$ cat src/rtl/run_ctrl.sv
// run_ctrl: run-control block for the paper processor.
// Decodes a HALT opcode, supports resume, single-step and counted stall,
// drives a registered core enable and counts enabled cycles (saturating).
// Optional clock gating is built when RUN_CTRL_CLKGATE_EN is defined;
// otherwise o_pulses is tied low and consumers use o_en as a synchronous enable.
//
// Handshake note: there is no valid/ready pairing here. i_instruct is only
// looked at when i_instr_valid is high; i_resume, i_step and i_stall_req are
// level-sampled on each rising edge and acted on only in the states that
// listen to them (no request is ever queued).
module run_ctrl #(
    parameter int                 INSTR_W   = 2,
    parameter logic [INSTR_W-1:0] HALT_CODE = 2'b10,
    parameter int                 STALL_W   = 4,
    parameter int                 CNT_W     = 16
) (
    input  logic               i_clk,
    input  logic               i_reset,
    input  logic [INSTR_W-1:0] i_instruct,
    input  logic               i_instr_valid,
    input  logic               i_resume,
    input  logic               i_step,
    input  logic               i_stall_req,
    input  logic [STALL_W-1:0] i_stall_len,
    output logic               o_en,
    output logic               o_pulses,
    output logic               o_halted,
    output logic               o_stalled,
    output logic [CNT_W-1:0]   o_run_cycles,
    output logic [1:0]         o_dbg_state
);

    typedef enum logic [1:0] {
        ST_RUN   = 2'd0,
        ST_HALT  = 2'd1,
        ST_STEP  = 2'd2,
        ST_STALL = 2'd3
    } state_t;

    state_t             r_state;
    state_t             w_next_state;
    logic [STALL_W-1:0] r_cnt;
    logic [STALL_W-1:0] w_next_cnt;
    logic               w_next_en;
    logic               r_en;
    logic               r_halted;
    logic               r_stalled;
    logic [CNT_W-1:0]   r_run_cycles;

    // Next-state and stall-counter logic; en is derived from the next state
    // so that it can be registered alongside the state.
    always_comb begin
        w_next_state = r_state;
        w_next_cnt   = r_cnt;
        case (r_state)
            ST_RUN: begin
                // HALT opcode takes priority over a stall request.
                if (i_instr_valid && (i_instruct == HALT_CODE)) begin
                    w_next_state = ST_HALT;
                end else if (i_stall_req && (i_stall_len != '0)) begin
                    w_next_state = ST_STALL;
                    w_next_cnt   = i_stall_len;
                end
            end
            ST_HALT: begin
                if (i_resume) begin
                    w_next_state = ST_RUN;
                end else if (i_step) begin
                    w_next_state = ST_STEP;
                end
            end
            ST_STEP: begin
                w_next_state = ST_HALT;
            end
            ST_STALL: begin
                // Counter value 1 marks the last stalled cycle.
                if (r_cnt == STALL_W'(1)) begin
                    w_next_state = ST_RUN;
                    w_next_cnt   = '0;
                end else begin
                    w_next_cnt = r_cnt - STALL_W'(1);
                end
            end
            default: begin
                w_next_state = ST_RUN;
                w_next_cnt   = '0;
            end
        endcase
        w_next_en = (w_next_state == ST_RUN) || (w_next_state == ST_STEP);
    end

    // State register with registered status outputs.
    always_ff @(posedge i_clk) begin
        if (i_reset) begin
            r_state   <= ST_RUN;
            r_cnt     <= '0;
            r_en      <= 1'b0;
            r_halted  <= 1'b0;
            r_stalled <= 1'b0;
        end else begin
            r_state   <= w_next_state;
            r_cnt     <= w_next_cnt;
            r_en      <= w_next_en;
            r_halted  <= (w_next_state == ST_HALT);
            r_stalled <= (w_next_state == ST_STALL);
        end
    end

    // Saturating count of edges on which the core was enabled.
    always_ff @(posedge i_clk) begin
        if (i_reset) begin
            r_run_cycles <= '0;
        end else if (r_en && (r_run_cycles != '1)) begin
            r_run_cycles <= r_run_cycles + CNT_W'(1);
        end
    end

`ifdef RUN_CTRL_CLKGATE_EN
    logic r_gate;

    // Enable latch, transparent while the clock is low, so the AND gate
    // below can only change during the low phase and never glitches.
    always_latch begin
        if (!i_clk) begin
            r_gate <= r_en;
        end
    end

    assign o_pulses = i_clk & r_gate;
`else
    assign o_pulses = 1'b0;
`endif

    assign o_en         = r_en;
    assign o_halted     = r_halted;
    assign o_stalled    = r_stalled;
    assign o_run_cycles = r_run_cycles;
    assign o_dbg_state  = r_state;

endmodule

$ cat config.mk
export PLATFORM = sky130hd
export DESIGN_NAME = run_ctrl
export DESIGN_NICKNAME = d
export VERILOG_FILES = /design/src/rtl/run_ctrl.sv
export SDC_FILE = /design/constraint.sdc
export NUM_CORES = 1
export LEC_CHECK = 0
export BUFFER_PORTS_ARGS = -buffer_cell sky130_fd_sc_hd__buf_2
export CORE_ASPECT_RATIO = 1.25
export CORE_MARGIN = 4
export CORE_UTILIZATION = 34
export CTS_BUF_LIST = sky130_fd_sc_hd__clkbuf_2 sky130_fd_sc_hd__clkbuf_4 sky130_fd_sc_hd__clkbuf_8
export CTS_CLUSTER_DIAMETER = 150
export DETAILED_ROUTE_END_ITERATION = 16
export SLEW_MARGIN = 20
export SYNTH_ARGS = -nofsm -noshare
export SYNTH_HDL_FRONTEND = slang
export SYNTH_SLANG_ARGS = --single-unit
$ cat constraint.sdc
create_clock -name i_clk -period 3.69 [get_ports i_clk]
set_input_delay 0.738 -clock i_clk [delete_from_list [all_inputs] [get_ports i_clk]]
set_output_delay 0.738 -clock i_clk [all_outputs]
set_load 0.005 [all_outputs]
==> impl_metrics.toml <==
[finish]
final_cell_count_no_fill = 250
fillCellCount = 454
syn_to_final_growth_pct = 17.6
antenna-diode-count = 0
fin_nets = 215
layout-drive-gt1-share_pct = 26.8

[route]
via_count = 1286
viasPerCell = 5.14
wire_per_inst_um = 12.9
dr.pass1.iters = 6
drtIter0Drc = 61
drc = 0
antenna_left = 0
wirelength_mm = 3.24

[clock_network]
insertion_delay_ns = 0.27
htree_levels = 1
clockRootBuffer = "clkbuf_8"
cts_tree = "done"
cts_num_sinks = 25
clock_path_buffers = 2
ctsResizeCount = 0
cts_hold_buf = 0
numCtsBuffers = 3
cts_setup_buffers = 0
clkTransAtPathRegs_ns = 0.09

[die]
start_util_pct = 35.4
die_area_um2 = 5380
core_um2 = 4100
io_pins = 34
die_x_um = 66.4
die_h_um = 81.1
rows = 26

[job]
drv_cap = 0

[yosys]
synthTopCellsByCount = "25 x dfxtp_1, 12 x nor2_1, 10 x a21oi_1, 10 x inv_1, 10 x nand2_1"
synth_cells = 163
ys.flop_type = "dfxtp_1"
yosysMostFrequentCell = "dfxtp_1"
netlist_area_um2 = 1450
netlist.area_leader.share_pct = 34.5
synth_top_area_cell = "dfxtp_1"
syn_avg_cell_area_um2 = 8.90
ys_ff_latch = 25
synth.distinct_cells = 52
synth_fp_nets = 183
yosysWarnings = 0
synth_area_leaders = "dfxtp_1 34%, ha_1 6.9%, a21oi_1 3.4%"
synth_edf_count = 0
async_flop_share_pct = 0
ys_seq_area_share_pct = 34.5

[timing]
tns_ns = 0
finalSetupViolCount = 0
setup_ws_ns = 1.73
max_clock_freq_ghz = 0.510
rsz0062_at_grt = "false"
hold_viol_final = 0
final_max_slew_viol_count = 0
hold_ws_ns = 0.502
min_period_ns = 1.96
finClkSkew_ns = 0.00738
period_share_pct = 53.1

[setup_path]
path_class = "register to register"
crit_chain = "ha_1 -> and2_0 -> nand3_1 -> nor4_1 -> mux2_2"
crit_cells = 5
cp_top_family = "simple AND/OR/NAND/NOR gates"
cp.required_ns = 3.86
worst_path_max_delay_cell = "dfxtp_1"
crit_fanout = 6
end_kind = "register"
crit_arrival_ns = 2.13
slowest_delay_ns = 0.42
crit_buf_inv = 0
startpoint_type = "register"
reg2regPathDepth = 5

[global_route]
globalRouteTotalUtil_pct = 12.9
overflow = 0
antenna_found_initial = 0
grt_max_degree = 25
grt_first_pass_wirelength_mm = 5.51
grt_pass1_vias = 1242

[placement]
place_ws_ns = 1.67
dp.cells = 246
dp_hpwl_mm = 2.47
gp_congestion = 0.750
port-buffer-count = 32

[pwr]
power_density_nw_per_um2 = 386
vdd_drop_max_v = 0.000164
cellLeakagePower_nw = 0.725

[hold_path]
hold_depth = 2
hold_path.class = "register to register"

[status]
outcome = "finished, final reports clean"
==> cells in the final DEF (no fill, tap or decap), types with 2 or more instances in the layout <==
cell and n:
buf_2 32, dfxtp_1 25, nor2_1 12, inv_1 10, nand2_1 10, a21oi_1 10
nor2b_1 8, ha_1 8, nand3_1 7, o21ai_0 6, a31oi_1 6, nor3_1 5
a211oi_1 5, nand2b_1 3, mux2_2 3, clkbuf_8 3, nor4_1 2, a21o_1 2
o41ai_1 2, and2_1 2, nor4_4 2
==> worst reg2reg max path: stages (launching register included) <==
cell	delay, ns
dfxtp_1	0.42
ha_1	0.22
and2_0	0.32
nand3_1	0.22
nor4_1	0.32
mux2_2	0.37
==> through the flow <==
stage          area, µm²  util [%]  total power, mW
6_report            1710      41.6            0.658
5_1_grt             1710      41.6            0.707
4_1_cts             1710      41.6            0.669
3_5_place_dp        1660      40.4            0.496
3_3_place_gp        1660      40.4            0.494
2_1_floorplan       1450         -            0.447
==> sequential cells by signal (all words and copies together) (netlist names) <==
name	flops
o_dbg_state	2
o_halted	1
o_en	1
o_stalled	1
r_cnt	4
o_run_cycles	16
==> cell type report <==
| cell class | instances | area [µm²] | area share, % |
|---|---|---|---|
| inverter | 10 | 37.5 | 2.20 |
| clock buffer | 4 | 48.8 | 2.86 |
| timing repair buffer | 32 | 160 | 9.38 |
| tap | 56 | 70.1 | 4.11 |
| sequential | 25 | 500 | 29.3 |
| multi-input combinational | 123 | 890 | 52.1 |
==> cells by family (layout without fill, tap and decap cells) <==
family / count (synthesis) / in the layout / share of synthesized area (%)
other: 1 / 1 / 0.258
buffers and inverters: 15 / 46 / 4.22
AND/OR/NAND/NOR: 64 / 64 / 27.2
flip-flops: 25 / 25 / 34.5
AO/OA/AOI/OAI: 45 / 45 / 22.9
multiplexers: 5 / 5 / 4.05
adder cells (fa/ha/maj): 8 / 8 / 6.90
==> final timing paths <==
check                  start          endpoint  slack [ns]
max          o_run_cycles[0]  o_run_cycles[14]        1.73
min                 r_cnt[1]          r_cnt[1]        0.50
max reg2reg  o_run_cycles[0]  o_run_cycles[14]        1.73
min reg2reg         r_cnt[1]          r_cnt[1]        0.50
==> where the power goes <==
part	switching, mW	total [mW]	internal, mW
Sequential	0.0251	0.319	0.294
Combinational	0.0880	0.168	0.0803
Clock	0.0861	0.171	0.0847
Total	0.199	0.658	0.459
==> per-layer routing <==
metal	vias to the layer above	GRT usage [%]	share of wire, %
li1	662	-	-
met1	586	15.9	47
met2	33	22.4	47
met3	5	1.80	5.1
met4	0	5.28	1.7
met5	-	0	0
(Power assumes the default switching activity.)
